**config.mk**
```make
export PLATFORM = sky130hd
export DESIGN_NAME = rffe_beat_if
export DESIGN_NICKNAME = d
export VERILOG_FILES = /design/src/rtl/rffe_beat_if.sv
export SDC_FILE = /design/constraint.sdc
export NUM_CORES = 1
export LEC_CHECK = 0
export ABC_AREA = 1
export CORE_ASPECT_RATIO = 1.75
export CORE_MARGIN = 5
export CORE_UTILIZATION = 40
export CTS_CLUSTER_SIZE = 16
export DETAILED_ROUTE_END_ITERATION = 7
export GPL_ROUTABILITY_DRIVEN = 1
export PLACE_DENSITY = 0.75
export SLEW_MARGIN = 15
export SYNTH_ARGS = -nofsm -noshare
export SYNTH_HDL_FRONTEND = slang
export SYNTH_SLANG_ARGS = --single-unit
```
**constraint.sdc**
```tcl
create_clock -name clk -period 0.94 [get_ports clk]
set_input_delay 0.141 -clock clk [delete_from_list [all_inputs] [get_ports clk]]
set_output_delay 0.141 -clock clk [all_outputs]
set_load 0.1 [all_outputs]
```
**src/rtl/rffe_beat_if.sv**
```systemverilog
// Beat-multiplexed AD9866 port: TX samples leave as BEATS beats MSB first (+1 cycle), RX beats return as samples (+2 cycles).
// TX backpressure is the tx_ready load slot once per BEATS cycles; RFFE_BEAT_IF_CLIPCNT_EN adds a saturating clip counter.
module rffe_beat_if #(
  parameter int SAMPLE_W  = 12,
  parameter int BEAT_W    = 6,
  parameter int GOOD_BITS = 3
) (
  input  logic                clk,
  input  logic                rst,
  input  logic                tx_en,
  input  logic [SAMPLE_W-1:0] tx_data,
  input  logic                tx_valid,
  output logic                tx_ready,
  output logic                tx_underrun,
  output logic [SAMPLE_W-1:0] rx_data,
  output logic                rx_valid,
  output logic                rx_locked,
  output logic                rx_sync_err,
  output logic                rxclip,
  output logic                rxgoodlvl,
  input  logic                rxclrstatus,
  output logic [15:0]         rx_clip_cnt,
  output logic [BEAT_W-1:0]   rffe_ad9866_tx,
  output logic                rffe_ad9866_txsync,
  output logic                rffe_ad9866_txquiet_n,
  input  logic [BEAT_W-1:0]   rffe_ad9866_rx,
  input  logic                rffe_ad9866_rxsync,
  output logic                rffe_ad9866_mode
);
  localparam int BEATS = SAMPLE_W / BEAT_W;
  localparam int CW    = $clog2(BEATS);
  localparam int SHW   = SAMPLE_W - BEAT_W;
  localparam logic [CW-1:0]        LAST     = CW'(BEATS - 1);
  localparam logic [SAMPLE_W-1:0]  CLIP_POS = {1'b0, {(SAMPLE_W-1){1'b1}}};
  localparam logic [SAMPLE_W-1:0]  CLIP_NEG = {1'b1, {(SAMPLE_W-1){1'b0}}};
  localparam logic [GOOD_BITS-1:0] GOOD_POS = {1'b0, {(GOOD_BITS-1){1'b1}}};
  localparam logic [GOOD_BITS-1:0] GOOD_NEG = {1'b1, {(GOOD_BITS-1){1'b0}}};

  typedef enum logic {UNLOCKED, LOCKED} sync_state_e;

  logic                tx_en_d1_q, tx_en_d1_d;
  logic [CW-1:0]       bc_q, bc_d;
  logic [SAMPLE_W-1:0] tx_sample_q, tx_sample_d;
  logic                tx_underrun_q, tx_underrun_d;
  logic [BEAT_W-1:0]   tx_beat;
  logic [BEAT_W-1:0]   rx_d1_q, rx_d1_d;
  logic                rxsync_d1_q, rxsync_d1_d;
  logic [SHW-1:0]      rx_sh_q, rx_sh_d;
  logic [SAMPLE_W-1:0] rx_word;
  logic [SAMPLE_W-1:0] rx_data_q, rx_data_d;
  logic                rx_valid_q, rx_valid_d;
  sync_state_e         state_q, state_d;
  logic [CW-1:0]       sp_cnt_q, sp_cnt_d;
  logic                rx_sync_err_q, rx_sync_err_d;
  logic                rxclip_q, rxclip_d;
  logic                rxgoodlvl_q, rxgoodlvl_d;
  logic                emit, sync_err_set, clip_hit, good_hit;

  always_comb begin
    tx_ready    = tx_en_d1_q && (bc_q == LAST);
    tx_en_d1_d  = tx_en;
    bc_d        = tx_en_d1_q ? ((bc_q == LAST) ? '0 : bc_q + 1'b1) : LAST;
    tx_sample_d = tx_sample_q;
    if (!tx_en_d1_q)   tx_sample_d = '0;
    else if (tx_ready) tx_sample_d = tx_valid ? tx_data : '0;
    tx_underrun_d = (tx_underrun_q && !rxclrstatus) || (tx_ready && !tx_valid);
    tx_beat = '0;
    for (int k = 0; k < BEATS; k++)
      if (bc_q == CW'(k)) tx_beat = tx_sample_q[SAMPLE_W-1-k*BEAT_W -: BEAT_W];
  end

  // Spacing counter reads BEATS-1 exactly on the cycle a well-timed rxsync is due.
  always_comb begin
    rx_d1_d      = rffe_ad9866_rx;
    rxsync_d1_d  = rffe_ad9866_rxsync;
    rx_word      = {rx_sh_q, rx_d1_q};
    rx_sh_d      = rx_word[SHW-1:0];
    state_d      = state_q;
    sp_cnt_d     = sp_cnt_q;
    emit         = 1'b0;
    sync_err_set = 1'b0;
    case (state_q)
      UNLOCKED: if (rxsync_d1_q) begin
        state_d  = LOCKED;
        sp_cnt_d = '0;
      end
      LOCKED: if (rxsync_d1_q) begin
        sp_cnt_d = '0;
        if (sp_cnt_q == LAST) emit = 1'b1;
        else                  sync_err_set = 1'b1;
      end else if (sp_cnt_q == LAST) begin
        sync_err_set = 1'b1;
        state_d      = UNLOCKED;
      end else begin
        sp_cnt_d = sp_cnt_q + 1'b1;
      end
      default: state_d = UNLOCKED;
    endcase
    rx_valid_d    = emit;
    rx_data_d     = emit ? rx_word : rx_data_q;
    clip_hit      = rx_valid_q && (rx_data_q == CLIP_POS || rx_data_q == CLIP_NEG);
    good_hit      = rx_valid_q && (rx_data_q[SAMPLE_W-1 -: GOOD_BITS] == GOOD_POS ||
                                   rx_data_q[SAMPLE_W-1 -: GOOD_BITS] == GOOD_NEG);
    rx_sync_err_d = (rx_sync_err_q && !rxclrstatus) || sync_err_set;
    rxclip_d      = (rxclip_q && !rxclrstatus) || clip_hit;
    rxgoodlvl_d   = (rxgoodlvl_q && !rxclrstatus) || good_hit;
  end

  always_ff @(posedge clk) begin
    if (rst) begin
      tx_en_d1_q    <= 1'b0;
      bc_q          <= LAST;
      tx_sample_q   <= '0;
      tx_underrun_q <= 1'b0;
      rx_d1_q       <= '0;
      rxsync_d1_q   <= 1'b0;
      rx_sh_q       <= '0;
      rx_data_q     <= '0;
      rx_valid_q    <= 1'b0;
      state_q       <= UNLOCKED;
      sp_cnt_q      <= '0;
      rx_sync_err_q <= 1'b0;
      rxclip_q      <= 1'b0;
      rxgoodlvl_q   <= 1'b0;
    end else begin
      tx_en_d1_q    <= tx_en_d1_d;
      bc_q          <= bc_d;
      tx_sample_q   <= tx_sample_d;
      tx_underrun_q <= tx_underrun_d;
      rx_d1_q       <= rx_d1_d;
      rxsync_d1_q   <= rxsync_d1_d;
      rx_sh_q       <= rx_sh_d;
      rx_data_q     <= rx_data_d;
      rx_valid_q    <= rx_valid_d;
      state_q       <= state_d;
      sp_cnt_q      <= sp_cnt_d;
      rx_sync_err_q <= rx_sync_err_d;
      rxclip_q      <= rxclip_d;
      rxgoodlvl_q   <= rxgoodlvl_d;
    end
  end

`ifdef RFFE_BEAT_IF_CLIPCNT_EN
  logic [15:0] clip_cnt_q, clip_cnt_d;

  always_comb begin
    clip_cnt_d = clip_cnt_q;
    if (rxclrstatus)                             clip_cnt_d = clip_hit ? 16'd1 : 16'd0;
    else if (clip_hit && clip_cnt_q != 16'hFFFF) clip_cnt_d = clip_cnt_q + 16'd1;
  end

  always_ff @(posedge clk) begin
    if (rst) clip_cnt_q <= '0;
    else     clip_cnt_q <= clip_cnt_d;
  end

  assign rx_clip_cnt = clip_cnt_q;
`else
  assign rx_clip_cnt = 16'd0;
`endif

  assign tx_underrun           = tx_underrun_q;
  assign rx_data               = rx_data_q;
  assign rx_valid              = rx_valid_q;
  assign rx_locked             = (state_q == LOCKED);
  assign rx_sync_err           = rx_sync_err_q;
  assign rxclip                = rxclip_q;
  assign rxgoodlvl             = rxgoodlvl_q;
  assign rffe_ad9866_tx        = tx_en_d1_q ? tx_beat : '0;
  assign rffe_ad9866_txsync    = tx_ready;
  assign rffe_ad9866_txquiet_n = tx_en_d1_q;
  assign rffe_ad9866_mode      = 1'b1;
endmodule
```
==> results.md, run 1 <==
* Seq pwr share at 0.404
* Post-route ant nets at 0
* WL per Instance at between 15 and 20 um
* Routed vias/inst at between 4 and 5
* Synth Area in Compound Gates at 0.123
* Starting Density at 0.407
* GRT Overall Usage at 0.191
* Mux cell area share after synthesis at 0
* Violated checks: setup timing
* Min cycle time layout at 1.32 ns
* Synth cell types at 20
* Share of post-route cells with drive strength above 1 at 0.561
* Sw power at 1.46 mW
* CTS root buf: clkbuf_8
* Final HPWL DP at 3490 um
* DR iter-0 viols at 70
* VDD IR max at 1540 uV
* Yosys warns at 0
* DRT Pass-1 Iters at 4
* CTS tree: built
* Clk Latency, worst-skew pair at approximately 0.3 ns
* Via count at ~2000
* Number of synthesized register bits at 46
* Post-cts hold buffer count at 0
* Register area share after synthesis at 0.485
* Gr ovfl total at 0
* Syn Inst Count at 240
* Fin. Hold Viols at 0
* Placeable Area at roughly 0.0047 sq mm
* Clock share of power at 0.366
* CP Max Fanout at 14
* Post-route DRC at 0
* Initial antenna violation count at 0
* Sw Share at 0.297
* Xor and xnor area share after synthesis at 0
* Ant diodes at 0
* WL final at 6190 um
* Final setup viols at 57
* Largest net degree at the start of global routing at 21
* Nets at 371
* Slew Limit Fails at 0
* Ratio of total power to cell area at around 1300 mW/mm^2
* Status: finished with violations
* RSZ-0062 raised after global routing: yes
* H-tree Lvls at 2
* Setup TNS at -8.83 ns
* Die height at approximately 100 um
* Synth Cell Area at approximately 0.0019 sq mm
* Simple-gate portion of the synthesized area at 0.218
* Hold Crit Class: input pin to flop
* Fmax at ~0.76 GHz
* CTS Buf Count at 5
* I/O pins at between 60 and 70
* CP Class: flop to primary output
* Clock skew at 0.00506 ns
* Comb pwr share at 0.230
* GP Congestion at just under 0.8
* Die X at just over 60 um
* Worst setup margin at -0.381 ns
* CP Launch Type: flop
* Hold Worst Slack at approximately 0.34 ns
* # rows at 33
* CP endpoint kind: primary output
* Max Root-Sink Buffers at 2
* Sink Count at 46
* Vias in the first global route at 2027
* CP arrival at between 1 and 1.5 ns
* Worst path required time at 0.80 ns
* MaxCap Viol Count at 0
* Main combinational cell family by area after synthesis: simple AND/OR/NAND/NOR gates
* P_leak at approximately 1.6 nW
* Post-Syn Area per Cell at approximately 8 sq um
* Buffers on Ports at 50
* Die ar. at between 0.006 and 0.007 sq mm
* Global-route wire length before repair at 9030 um
* Final period utilization at 1.40
* Finished Core Util at 0.822
* Clk pin slew, worst setup/hold paths at around 0.090 ns
* Internal Power at between 3 and 4 mW
* Adder-Cell Fraction of Synth Area at 0.0132
* Area added between synthesis and finish at 102%
power groups by stage:
stage / combinational (mW) / clock, mW / sequential [mW]
after floorplan: 0.631 / 0 / 2.13
after global placement: 0.944 / 0 / 2.04
after detailed placement: 0.952 / 0 / 2.04
after CTS: 1.08 / 1.80 / 1.99
after global routing: 1.18 / 1.91 / 2.00
final: 1.13 / 1.80 / 1.99
cell type report:
type	instances	area, sq um
Timing Repair inverter	1	11.3
Clock inverter	2	60.1
Clock buffer	6	82.6
Multi-Input combinational cell	157	1110
Fill cell	245	830
Sequential cell	46	993
Timing Repair Buffer	109	1400
Inverter	25	116
Tap cell	52	65.1
synth_stat cells:
| master | n | area (sq um) |
|---|---|---|
| nor3_2 | 10 | 100 |
| inv_2 | 4 | 15.0 |
| clkbuf_1 | 1 | 3.75 |
| buf_4 | 18 | 135 |
| buf_6 | 4 | 45.0 |
| nor2_1 | 56 | 210 |
| buf_1 | 1 | 3.75 |
| nor3_1 | 3 | 15.0 |
| o21ai_1 | 2 | 10.0 |
| a211oi_1 | 1 | 7.51 |
| clkbuf_2 | 1 | 5.00 |
| nand2_1 | 21 | 78.8 |
| a21oi_1 | 25 | 125 |
| ha_1 | 2 | 25.0 |
| dfxtp_1 | 46 | 921 |
| inv_1 | 21 | 78.8 |
| nand3_1 | 2 | 10.0 |
| o21ai_0 | 18 | 90.1 |
| conb_1 | 2 | 7.51 |
| buf_2 | 2 | 10.0 |
logic make-up after synthesis:
family / after synthesis
other: 2
buffers and inverters: 52
adders and majority gates: 2
DFF: 46
and+or+nand+nor: 92
AOI/OAI and AO/OA: 46
worst paths after layout:
kind	from	to	slack, ns	cells after the start
worst max-delay path	bc_q	rffe_ad9866_tx[3]	-0.38	4
worst min-delay path	rffe_ad9866_rxsync	rxsync_d1_q	0.34	3
worst max register to register	rx_data[5]	rxclip	-0.28	8
worst min register to register	rx_d1_q[1]	rx_data[1]	0.45	2
placed cells by master (no fill, tap or decap), drive strengths merged, types with 13 or more instances in the layout:
master | Yosys | routed
a21oi | 25 | 25
buf | 25 | 86
clkdlybuf4s50 | 0 | 23
conb | 2 | 17
dfxtp | 46 | 46
inv | 25 | 26
nand2 | 21 | 21
nor2 | 56 | 56
nor3 | 13 | 13
o21ai | 20 | 20
registers in the layout (all words and copies together) (netlist names), 6 cells and up:
signal	cells
rx_d1_q	6
tx_sample_q	12
rx_sh_q	6
rx_data	12
per-layer routing:
metal / routed length (um) / global-route usage / up-vias
met5: 0 / 0 / -
met4: 200 / 0.0801 / 0
met3: 314 / 0.0359 / 22
met2: 3630 / 0.345 / 78
met1: 2040 / 0.202 / 926
li1: - / - / 934
stage by stage:
step,setup WS [ns],std cells,area (sq um),power [mW]
2_1_floorplan,-0.407,255,2140,2.76
3_3_place_gp,-0.202,366,3070,2.98
3_5_place_dp,-0.240,366,3070,2.99
4_1_cts,-0.384,391,3640,4.88
5_1_grt,-0.434,398,3840,5.10
6_report,-0.381,398,3840,4.93
timing repair:
item / 4_1_cts / 5_1_grt
setup endpoints to repair: 57 / 58
pin swaps: 19 / 15
gates resized for setup: 79 / 39
endpoints found under the hold margin: 0 / 0
cloned: 2 / 0
setup buffers: 15 / 10
critical path: stages, from the launching register on:
cell and delay (ns):
dfxtp_4 0.38, inv_6 0.12, nor2_1 0.08, nor2_4 0.13, buf_12 0.18
(Power assumes the default switching activity.)
==> run 2: changes to the inputs <==
Settings changed: TNS_END_PERCENT set to 20.
==> run 2 against run 1 <==
The run still ends with setup timing left. Critical path type unchanged. Sequential share of layout area grew 2.9 points. Register-to-register slack gained 0.15 ns. Global-route usage shrank 3.5 points. Cell area shrank 13%. Sequential power is essentially flat. Sequential cell count is the same. Clock-buffer cell count is the same. Utilization shrank 11 points. Wire length shrank 26%. Hold slack gained 0.012 ns.
==> results.md, run 2 (same netlist as run 1, synthesis figures left out) <==
* Status: finished with violations (unchanged)
* Violated checks: setup timing (unchanged)
* Setup TNS at -6.65 ns (was -8.83 ns)
* Hold Worst Slack at 0.348 ns (was 0.335 ns)
* Seq pwr share at 0.453 (was 0.404)
* Final cell count without fillers at 374 (was 398)
* Clk Latency, worst-skew pair at 0.30 ns (about the same)
* DP Worst Slack at -0.236 ns (was -0.240 ns)
* Final period utilization at 1.42 (was 1.40)
* Hold Crit Class: input pin to flop (unchanged)
* Most frequent cells in the layout: nor2_1 (47), buf_12 (31), dfxtp_1 (24) (was nor2_1 (37), buf_12 (31), buf_6 (28))
* Die X at 62.1 um (unchanged)
* DRT Pass-1 Iters at 4 (unchanged)
* Fin. Hold Viols at 0 (unchanged)
* R2r setup slk at -0.13 ns (was -0.28 ns)
* Seq. cell area at 958 sq um (was 993 sq um)
* VDD IR max at 1410 uV (was 1540 uV)
* Die ar. at 0.00627 sq mm (unchanged)
* Sink Count at 46 (unchanged)
* Worst Hold Depth at 3 (unchanged)
* Sw Share at 0.303 (was 0.297)
* Starting Density at 0.407 (unchanged)
* H-tree Lvls at 2 (unchanged)
* DR iter-0 viols at 51 (was 70)
* Ratio of total power to cell area at 1340 mW/mm^2 (was 1280 mW/mm^2)
* Post-route ant nets at 0 (unchanged)
* Beginning of the worst hold path: rffe_ad9866_rx[1] (was rffe_ad9866_rxsync)
* Ant diodes at 0 (unchanged)
* Nets at 347 (was 371)
* Via count at 1694 (was 1960)
* Gr ovfl total at 0 (unchanged)
* Min cycle time layout at 1.33 ns (was 1.32 ns)
* Worst setup margin at -0.391 ns (was -0.381 ns)
* GP Congestion at 0.770 (was 0.781)
* Die height at 101 um (unchanged)
* Area added between synthesis and finish at 75.2% (was 102%)
* Post-route DRC at 0 (unchanged)
* Worst Hold Path EP: rx_d1_q[1] (was rxsync_d1_q)
* Worst path required time at 0.80 ns (about the same)
* WL per Instance at 12.3 um (was 15.6 um)
* Routed vias/inst at 4.53 (was 4.92)
* P_leak at 1.37 nW (was 1.57 nW)
* Final setup viols at 54 (was 57)
* Max Root-Sink Buffers at 2 (unchanged)
* Design Area, Final at 0.00332 sq mm (was 0.00384 sq mm)
* I/O pins at 68 (unchanged)
* Post-cts hold buffer count at 0 (unchanged)
* Fillers at 328 (was 245)
* Internal Power at 3.11 mW (was 3.47 mW)
* # rows at 33 (unchanged)
* RSZ-0062 raised after global routing: yes (unchanged)
* Most common cell after layout, fill and taps aside: nor2_1 (unchanged)
* Vias in the first global route at 1729 (was 2027)
* Largest net degree at the start of global routing at 16 (was 21)
* Placed insts at 359 (was 366)
* MaxCap Viol Count at 0 (unchanged)
* Final HPWL DP at 3350 um (was 3490 um)
* CTS root buf: clkbuf_8 (unchanged)
* Clock skew at 0.00919 ns (was 0.00506 ns)
* CP endpoint kind: primary output (unchanged)
* CTS Buf Count at 5 (unchanged)
* CP Launch Type: flop (unchanged)
* FF-to-FF path depth at 6 (was 8)
* Initial antenna violation count at 0 (unchanged)
* Clk pin slew, worst setup/hold paths at 0.09 ns (about the same)
* WL final at 4610 um (was 6190 um)
* Multi-input logic area at 911 sq um (was 0.00111 sq mm)
* CP Max Fanout at 4 (was 14)
* Placeable Area at 0.00467 sq mm (unchanged)
* GRT Overall Usage at 0.156 (was 0.191)
* Fmax at 0.751 GHz (was 0.757 GHz)
* CTS tree: built (unchanged)
* Reg-to-Reg End: rx_sync_err (was rxclip)
* Slew Limit Fails at 0 (unchanged)
* Share of post-route cells with drive strength above 1 at 0.419 (was 0.561)
* Buffers on Ports at 50 (unchanged)
* DP Area at 0.00293 sq mm (was 0.00307 sq mm)
* Sw power at 1.35 mW (was 1.46 mW)
* Global-route wire length before repair at 7350 um (was 9030 um)
* Comb pwr share at 0.228 (was 0.230)
* CP arrival at 1.19 ns (was 1.18 ns)
* CP Class: flop to primary output (unchanged)
* Worst r2r src: rxsync_d1_q (was rx_data[5])
* Clock share of power at 0.319 (was 0.366)
-- run 2: cell count changes in the layout (fill, tap and decap cells not counted), sizes merged --
cell,delta
clkinvlp,+1
bufinv,-1
buf,-24
-- run 2: final cells by class --
| class | instances | area share |
|---|---|---|
| flip-flops and latches | 46 | 0.288 |
| repair inverters | 1 | 0.00188 |
| clock buffers | 6 | 0.0218 |
| repair buffers | 85 | 0.351 |
| well taps | 52 | 0.0196 |
| inverters | 25 | 0.0320 |
| multi-input cells | 157 | 0.274 |
| clock inverters | 2 | 0.0113 |
-- run 2: power groups by stage --
stage | logic, mW | clock network, mW | registers (mW)
after CTS | 0.992 | 1.46 | 2.02
after global routing | 1.07 | 1.53 | 2.03
final | 1.02 | 1.43 | 2.02
after global placement | 0.935 | 0 | 2.07
after floorplan | 0.625 | 0 | 2.16
after detailed placement | 0.944 | 0 | 2.07
-- run 2: worst max-delay path by stage --
stage / from / end
6_report: bc_q / rffe_ad9866_tx[3]
5_1_grt: bc_q / rffe_ad9866_tx[4]
4_1_cts: bc_q / rffe_ad9866_tx[3]
3_5_place_dp: rst / tx_sample_q[1]
3_3_place_gp: rst / tx_sample_q[0]
2_1_floorplan: rffe_ad9866_txquiet_n / rffe_ad9866_tx[0]
-- run 2: layer usage --
| layer | GRT usage | share of wire | wire [um] | vias up |
|---|---|---|---|---|
| met1 | 0.159 | 0.35 | 1600 | 766 |
| li1 | - | - | - | 879 |
| met4 | 0.0637 | 0.014 | 64 | 0 |
| met5 | 0 | 0 | 0 | - |
| met2 | 0.289 | 0.59 | 2700 | 45 |
| met3 | 0.0295 | 0.054 | 247 | 4 |
-- run 2: critical path: stages (launching register included) --
cell and delay (ns):
dfxtp_4 0.40, buf_6 0.15, o21ai_4 0.06, nor2_4 0.10, buf_12 0.18
-- run 2: metrics by stage --
stage / utilization / power (mW)
6_report: 0.712 / 4.47
3_3_place_gp: 0.628 / 3.00
2_1_floorplan: - / 2.78
4_1_cts: 0.686 / 4.48
5_1_grt: 0.712 / 4.63
3_5_place_dp: 0.628 / 3.01
-- run 2: what timing repair did --
item | 4_1_cts | 5_1_grt
pin swaps | 8 | 11
hold endpoints to repair | 0 | 0
cloned | 0 | 1
gates resized for setup | 40 | 35
setup buffers | 4 | 2
setup endpoints to repair | 55 | 58
==> run 3: changes to the inputs <==
Settings changed: ABC_CLOCK_PERIOD_IN_PS set to 940.
==> results of run 3 <==
The final DEF is identical to that of run 2; final timing and power are the same.
